$ cat config.mk
export PLATFORM = sky130hd
export DESIGN_NAME = stereo_disparity_sad
export DESIGN_NICKNAME = d
export VERILOG_FILES = /design/src/rtl/stereo_disparity_sad_pkg.sv /design/src/rtl/stereo_disparity_sad_argmin.sv /design/src/rtl/stereo_disparity_sad.sv
export SDC_FILE = /design/constraint.sdc
export NUM_CORES = 2
export LEC_CHECK = 0
export CORE_MARGIN = 2
export CORE_UTILIZATION = 45
export DETAILED_ROUTE_END_ITERATION = 7
export SYNTH_ARGS = -nofsm -noshare
export SYNTH_HDL_FRONTEND = slang
export SYNTH_SLANG_ARGS = --single-unit
$ cat constraint.sdc
create_clock -name HCLK -period 21.1 [get_ports HCLK]
set_input_delay 2.11 -clock HCLK [delete_from_list [all_inputs] [get_ports HCLK]]
set_output_delay 2.11 -clock HCLK [all_outputs]
set_load 0.02 [all_outputs]
$ cat src/rtl/stereo_disparity_sad_pkg.sv
// stereo_pkg: shared defaults and pixel helpers for the stereo disparity matcher
package stereo_pkg;
  localparam int DEF_WIDTH = 320;
  localparam int DEF_HEIGHT = 240;
  localparam int DEF_DMAX = 16;
  localparam int PIX_W = 8;
  localparam int DEF_DISP_W = $clog2(DEF_DMAX);
  function automatic logic [PIX_W-1:0] absdiff(logic [PIX_W-1:0] a, logic [PIX_W-1:0] b);
    return a > b ? a - b : b - a;
  endfunction
endpackage

$ cat src/rtl/stereo_disparity_sad_argmin.sv
// disp_argmin: masked argmin over DMAX costs, ties to the lowest index.
// The first two tree levels are registered, then the remaining levels and the index.
module disp_argmin
  import stereo_pkg::*;
#(
  parameter int DMAX = DEF_DMAX,
  parameter int DW = DEF_DISP_W
) (
  input  logic                  HCLK,
  input  logic                  HRESET,
  input  logic [DMAX*PIX_W-1:0] cost,
  input  logic [DMAX-1:0]       mask,
  output logic [DW-1:0]         idx
);
  localparam int G = DMAX / 4;
  typedef struct packed {
    logic v;
    logic [PIX_W-1:0] c;
    logic [DW-1:0] x;
  } node_t;
  node_t [DMAX-1:0] lf;
  node_t [G-1:0] mid, t;
  function automatic node_t pick(node_t a, node_t b);
    return (b.v && (!a.v || b.c < a.c)) ? b : a;
  endfunction
  always_comb begin
    lf = '0;
    for (int k = 0; k < DMAX; k++) lf[k] = '{v: mask[k], c: cost[k*PIX_W +: PIX_W], x: DW'(k)};
  end
  // in-place pairwise reduction; lower-index node stays on the left at every level
  always_comb begin
    t = mid;
    for (int w = G / 2; w > 0; w = w / 2)
      for (int i = 0; i < w; i++) t[i] = pick(t[2*i], t[2*i+1]);
  end
  always_ff @(posedge HCLK or posedge HRESET)
    if (HRESET) begin
      mid <= '0;
      idx <= '0;
    end else begin
      for (int i = 0; i < G; i++)
        mid[i] <= pick(pick(lf[4*i], lf[4*i+1]), pick(lf[4*i+2], lf[4*i+3]));
      idx <= t[0].x;
    end
endmodule

$ cat src/rtl/stereo_disparity_sad.sv
// stereo_disparity_sad: two-pixel-per-beat stereo matcher; absolute-difference costs
// against a per-row right-pixel history, argmin, scaled disparity out 4 cycles later.
module stereo_disparity_sad
  import stereo_pkg::*;
#(
  parameter int WIDTH = DEF_WIDTH,
  parameter int HEIGHT = DEF_HEIGHT,
  parameter int DMAX = DEF_DMAX,
  parameter int SCALE_SHIFT = 4
) (
  input  logic       HCLK,
  input  logic       HRESET,
  input  logic       VSYNC,
  input  logic       HSYNC,
  input  logic [7:0] DATA_0_L,
  input  logic [7:0] DATA_1_L,
  input  logic [7:0] DATA_0_R,
  input  logic [7:0] DATA_1_R,
  output logic       DISP_VALID,
  output logic [7:0] DISP_0,
  output logic [7:0] DISP_1,
  output logic [8:0] DISP_ROW,
  output logic [9:0] DISP_COL,
  output logic       FRAME_DONE
);
  localparam int DW = $clog2(DMAX);
  logic [8:0] row, cur_row;
  logic [9:0] col, cur_col;
  logic [DMAX-2:0][7:0] hist;
  logic [DMAX-2:0] hist_v, hv;
  logic [DMAX:0][7:0] w;
  logic [DMAX:0] wv;
  logic [DMAX-1:0][7:0] c0, c1, s1_c0, s1_c1;
  logic [DMAX-1:0] s1_m0, s1_m1;
  logic [2:0] vld, plast;
  logic [2:0][8:0] prow;
  logic [2:0][9:0] pcol;
  logic [DW-1:0] i0, i1;
  logic row_end, last;
  function automatic logic [7:0] scale(logic [DW-1:0] d);
    logic [31:0] s;
    s = 32'(d) << SCALE_SHIFT;
    return s > 32'd255 ? 8'hff : s[7:0];
  endfunction
  // VSYNC clears ahead of a coincident beat, so that beat lands at row 0 column 0
  assign cur_row = VSYNC ? '0 : row;
  assign cur_col = VSYNC ? '0 : col;
  assign hv = (cur_col == '0) ? '0 : hist_v;
  assign row_end = cur_col == 10'(WIDTH - 2);
  assign last = row_end && cur_row == 9'(HEIGHT - 1);
  // w[k] is the right pixel at column c+1-k; lane 1 uses w[d], lane 0 uses w[d+1]
  assign w = {hist, DATA_0_R, DATA_1_R};
  assign wv = {hv, 2'b11};
  always_comb begin
    c0 = '0;
    c1 = '0;
    for (int d = 0; d < DMAX; d++) begin
      c0[d] = absdiff(DATA_0_L, w[d+1]);
      c1[d] = absdiff(DATA_1_L, w[d]);
    end
  end
  always_ff @(posedge HCLK or posedge HRESET)
    if (HRESET) begin
      row <= '0;
      col <= '0;
      hist <= '0;
      hist_v <= '0;
    end else if (HSYNC) begin
      col <= row_end ? '0 : cur_col + 10'd2;
      row <= last ? '0 : row_end ? cur_row + 9'd1 : cur_row;
      hist <= {hist[DMAX-4:0], DATA_0_R, DATA_1_R};
      hist_v <= {hv[DMAX-4:0], 2'b11};
    end else if (VSYNC) begin
      row <= '0;
      col <= '0;
      hist_v <= '0;
    end
  always_ff @(posedge HCLK or posedge HRESET)
    if (HRESET) begin
      vld <= '0;
      plast <= '0;
      prow <= '0;
      pcol <= '0;
      s1_c0 <= '0;
      s1_c1 <= '0;
      s1_m0 <= '0;
      s1_m1 <= '0;
      DISP_VALID <= 1'b0;
      DISP_0 <= '0;
      DISP_1 <= '0;
      DISP_ROW <= '0;
      DISP_COL <= '0;
      FRAME_DONE <= 1'b0;
    end else begin
      vld <= {vld[1:0], HSYNC};
      plast <= {plast[1:0], last};
      prow <= {prow[1:0], cur_row};
      pcol <= {pcol[1:0], cur_col};
      s1_c0 <= c0;
      s1_c1 <= c1;
      s1_m0 <= wv[DMAX:1];
      s1_m1 <= wv[DMAX-1:0];
      DISP_VALID <= vld[2];
      FRAME_DONE <= vld[2] && plast[2];
      if (vld[2]) begin
        DISP_0 <= scale(i0);
        DISP_1 <= scale(i1);
        DISP_ROW <= prow[2];
        DISP_COL <= pcol[2];
      end
    end
  disp_argmin #(.DMAX(DMAX), .DW(DW)) u_arg0 (
    .HCLK(HCLK), .HRESET(HRESET), .cost(s1_c0), .mask(s1_m0), .idx(i0)
  );
  disp_argmin #(.DMAX(DMAX), .DW(DW)) u_arg1 (
    .HCLK(HCLK), .HRESET(HRESET), .cost(s1_c1), .mask(s1_m1), .idx(i1)
  );
endmodule

==> summary.log <==
qor: place.finalWeightedCongestion 0.938
qor: final_layout.fin_nets 5420
qor: final_layout.final_std_cell_area_no_fill 0.0495 mm^2
qor: global_route.grt_use_met2 41.2%
qor: final_layout.area.growth.synth_to_final 11.3%
qor: global_route.number_of_global_route_vias_before_repair 33700
qor: cts.clk_buf_depth 3
qor: power_and_ir_drop.power_per_cell_area 107 mW/mm^2
qor: final_layout.utilization 50.4%
qor: synth.synth-edff-count 0
qor: die.initial_utilization 45.3%
qor: drt.drt-total-wl 138 mm
qor: cts.cells_resized_by_post_cts_repair 0
qor: synth.synth.most_common_cell sky130_fd_sc_hd__ha_1
qor: timing.setup_tns 0 ns
qor: timing.slew_violations 0
qor: cts.root_buffer sky130_fd_sc_hd__clkbuf_16
qor: cts.postCtsSetupBuffers 0
qor: worst_setup_path.critPathCapture s1_c0[109]$_DFF_PP0_
qor: power_and_ir_drop.power.total 5.31 mW
qor: worst_setup_path.critical_path.most_common_cell sky130_fd_sc_hd__buf_4
qor: die.die_width 318 um
qor: power_and_ir_drop.leakage 24.6 nW
qor: worst_setup_path.r2r-start s1_m1[5]$_DFF_PP0_
qor: final_layout.num-fill-cells 9093
qor: drt.ant_nets 0
qor: die.design.die.area 0.101 mm^2
qor: timing.slew-limit-headroom 12.5%
qor: worst_setup_path.critical_path_peak_fanout 17
qor: place.dp_cells 5841
qor: place.quantity_of_i_o_buffers_inserted_on_ports 64
qor: die.core-area 0.0981 mm^2
qor: timing.fin_crit_sh 29.7%
qor: cts.htree_depth 3
qor: worst_setup_path.crit_type in2reg
qor: final_layout.layoutNonFillerInstCount 5972
qor: synth.synth_largest_area_cell sky130_fd_sc_hd__dfrtp_1
qor: synth.synth_top_cells_by_count sky130_fd_sc_hd__ha_1 (692), sky130_fd_sc_hd__dfrtp_1 (600), sky130_fd_sc_hd__inv_1 (537), sky130_fd_sc_hd__mux2i_1 (330), sky130_fd_sc_hd__o21ai_0 (291)
qor: timing.timing.final.hold_violations 0
qor: synth.synthCells 4522
qor: flow_run.max-cap-violations 0
qor: final_layout.post_route_cells_drive_above_1_share 6.34%
qor: synth.synth_largest_type_area_fraction 33.8%
qor: timing.slew_at_the_pin_with_the_worst_max_slew_slack 1.31 ns
qor: timing.final-setup-viol-count 0
qor: worst_setup_path.crit_path_start_kind input pin
qor: worst_setup_path.cpPeakStageDelay 0.89 ns
qor: place.placed_cell_area 0.0469 mm^2
qor: drt.drt_first_iter_violations 2912
qor: drt.first_drt_pass_iteration_count 5
qor: cts.clock_latency 0.68 ns
qor: drt.vias 34000
qor: die.row_count 115
qor: worst_setup_path.crit_path_max_delay_cell_type sky130_fd_sc_hd__a21boi_1
qor: final_layout.seq_area 0.0150 mm^2
qor: final_layout.footprint_of_the_multi_input_gates 0.0271 mm^2
qor: worst_setup_path.critical_path.cell_chain clkdlybuf4s50_1 > buf_4 > inv_1 > buf_4 > ha_1 > fa_1 > nand2b_1 > a21oi_1 > or4_1 > a31o_1 > a21boi_1 > mux2i_1 > a221o_1 > a31oi_1 > xnor2_1
qor: global_route.global_route.peak_usage_layer met2
qor: worst_setup_path.crit_path_end_kind flip-flop
qor: synth.yosys_warnings 0
qor: timing.fmax 0.160 GHz
qor: global_route.grt_antenna_before_repair 9
qor: worst_setup_path.worst_ep_arrival_time 6.84 ns
qor: drt.drc 0
qor: place.detailedPlacementHpwl 104 mm
qor: die.die_h 318 um
qor: synth.synth-seq-cells 600
qor: worst_setup_path.ff2ff_setup_slack 15.67 ns
qor: timing.timing.final.crit_period 6.27 ns
qor: global_route.groute.layer.met1.usage 38.7%
qor: synth.synth-async-reset-ratio 100%
qor: global_route.globalRouteOverflowTotal 0
qor: cts.cts.sinks 600
qor: worst_setup_path.critical_path.reg2reg.endpoint u_arg0.mid[22]$_DFF_PP0_
qor: synth.postSynth.topFlopCell sky130_fd_sc_hd__dfrtp_1
qor: synth.post_synth_main_area_contributors sky130_fd_sc_hd__dfrtp_1 (34%), sky130_fd_sc_hd__ha_1 (19%), sky130_fd_sc_hd__mux2i_1 (7.4%)
qor: global_route.grt_pass1_wl 208 mm
qor: global_route.grt_util_met3 4.66%
qor: global_route.grt_max_degree 154
qor: worst_setup_path.ff2ff_path_depth 11
qor: worst_setup_path.crit_required 21.68 ns
qor: die.design.portCount 73
qor: cts.cts_tree built
qor: drt.via_per_inst 5.69
qor: power_and_ir_drop.peakVddDrop 0.0616 mV
qor: min_path.worstHoldPathType reg2reg
qor: cts.hold_buffers 0
qor: drt.route.detailed.wl_per_inst 23.1 um
qor: synth.netlist-cell-type-count 75
qor: synth.syn_avg_cell_area 9.83 um^2
qor: worst_setup_path.critPathLaunch DATA_0_L[0]
qor: timing.worst_clock_skew 0.0490 ns
qor: global_route.global_route.usage.total 27.0%
qor: cts.clkSlewWorstSetupHoldPaths 0.06 ns
qor: synth.synth-seq-area-share 33.8%
qor: synth.synth.cell_area 0.0444 mm^2
qor: cts.cts_made_buffers 72
qor: timing.unrepaired_setup_endpoints_after_global_routing no
qor: status.outcome completed
## worst max-delay path: cells and delay by family
kind                       cells  cell delay (ns)
buffers and inverters          4             1.65
and+or+nand+nor                2             0.31
adders and majority gates      2             0.63
AOI/OAI and AO/OA              5             1.79
xor gates and xnor gates       1             0.14
muxes                          1             0.19
## logic make-up (layout without fill, tap and decap cells)
| group | Yosys count | after routing | share of synthesized area (%) |
|---|---|---|---|
| AOI/OAI and AO/OA | 1057 | 1057 | 15.1 |
| and+or+nand+nor | 859 | 859 | 9.93 |
| adders and majority gates | 756 | 756 | 22.4 |
| buffers and inverters | 652 | 806 | 5.71 |
| DFF | 600 | 600 | 33.8 |
| muxes | 395 | 395 | 9.11 |
| xor gates and xnor gates | 201 | 201 | 3.96 |
| other | 2 | 11 | 0.0169 |
## registers in the layout (all words and copies together), names as in the netlist
| signal | flops |
|---|---|
| s1_c0 | 128 |
| s1_c1 | 128 |
| hist | 120 |
| u_arg1.mid | 45 |
| u_arg0.mid | 44 |
| pcol | 30 |
| prow | 27 |
| DISP_COL | 10 |
| col | 10 |
| DISP_ROW | 9 |
| row | 9 |
| hist_v | 8 |
| s1_m1 | 7 |
| DISP_0 | 4 |
| DISP_1 | 4 |
| u_arg0.idx | 4 |
| u_arg1.idx | 4 |
| plast | 3 |
| vld | 3 |
| DISP_VALID | 1 |
| FRAME_DONE | 1 |
| s1_m0 | 1 |
## per-stage QoR
stage	setup slack [ns]	hold slack [ns]
after floorplan	2.20	0.331
after global placement	14.31	0.332
after detailed placement	14.27	0.335
after CTS	14.96	0.345
after global routing	14.44	0.352
final	14.83	0.344
## worst min path at each step
stage | start | to | slack [ns] | depth (start not counted)
6_report | prow[16]$_DFF_PP0_ | prow[25]$_DFF_PP0_ | 0.34 | 0
5_1_grt | prow[16]$_DFF_PP0_ | prow[25]$_DFF_PP0_ | 0.35 | 0
4_1_cts | prow[16]$_DFF_PP0_ | prow[25]$_DFF_PP0_ | 0.34 | 0
3_5_place_dp | prow[2]$_DFF_PP0_ | prow[11]$_DFF_PP0_ | 0.33 | 0
3_3_place_gp | prow[3]$_DFF_PP0_ | prow[12]$_DFF_PP0_ | 0.33 | 0
2_1_floorplan | pcol[0]$_DFF_PP0_ | pcol[10]$_DFF_PP0_ | 0.33 | 0
## power by group
group | total (mW) | internal, mW | switching [mW] | leakage, nW
clock network | 1.32 | 0.776 | 0.543 | 1.24
registers | 1.72 | 1.46 | 0.256 | 7.45
logic | 2.28 | 0.951 | 1.33 | 15.9
total | 5.31 | 3.19 | 2.12 | 24.6
## cell type report
| class | count | area share, % |
|---|---|---|
| inverters | 537 | 4.09 |
| repair buffers | 140 | 2.46 |
| flip-flops and latches | 600 | 30.4 |
| well taps | 1287 | 3.26 |
| multi-input cells | 3277 | 54.7 |
| clock inverters | 31 | 0.982 |
| diodes | 2 | 0.0101 |
| clock buffers | 98 | 4.12 |
## cells in the final DEF, fill, tap and decap left out, types with 52 or more instances in the layout
cell,netlist,final
sky130_fd_sc_hd__clkbuf_16,0,72
sky130_fd_sc_hd__xnor2_1,101,101
sky130_fd_sc_hd__inv_1,537,533
sky130_fd_sc_hd__nand4_1,58,58
sky130_fd_sc_hd__dfrtp_1,600,600
sky130_fd_sc_hd__mux2i_1,330,330
sky130_fd_sc_hd__o21ai_0,291,291
sky130_fd_sc_hd__a21o_1,102,102
sky130_fd_sc_hd__nor2_1,146,146
sky130_fd_sc_hd__nand2b_1,64,64
sky130_fd_sc_hd__xor2_1,100,100
sky130_fd_sc_hd__a21oi_1,247,247
sky130_fd_sc_hd__mux2_2,53,53
sky130_fd_sc_hd__buf_4,10,75
sky130_fd_sc_hd__ha_1,692,692
sky130_fd_sc_hd__nand2_1,252,252
sky130_fd_sc_hd__fa_1,64,64
sky130_fd_sc_hd__nor2b_1,139,139
sky130_fd_sc_hd__clkdlybuf4s50_1,0,61
sky130_fd_sc_hd__nor3_1,52,52
## layer usage
metal	routed length, um	part of all wire [%]
met4	4900	3.5
met2	59900	43
met1	64400	47
met3	8940	6.5
met5	0	0
Power figures use the tool's default switching activity.
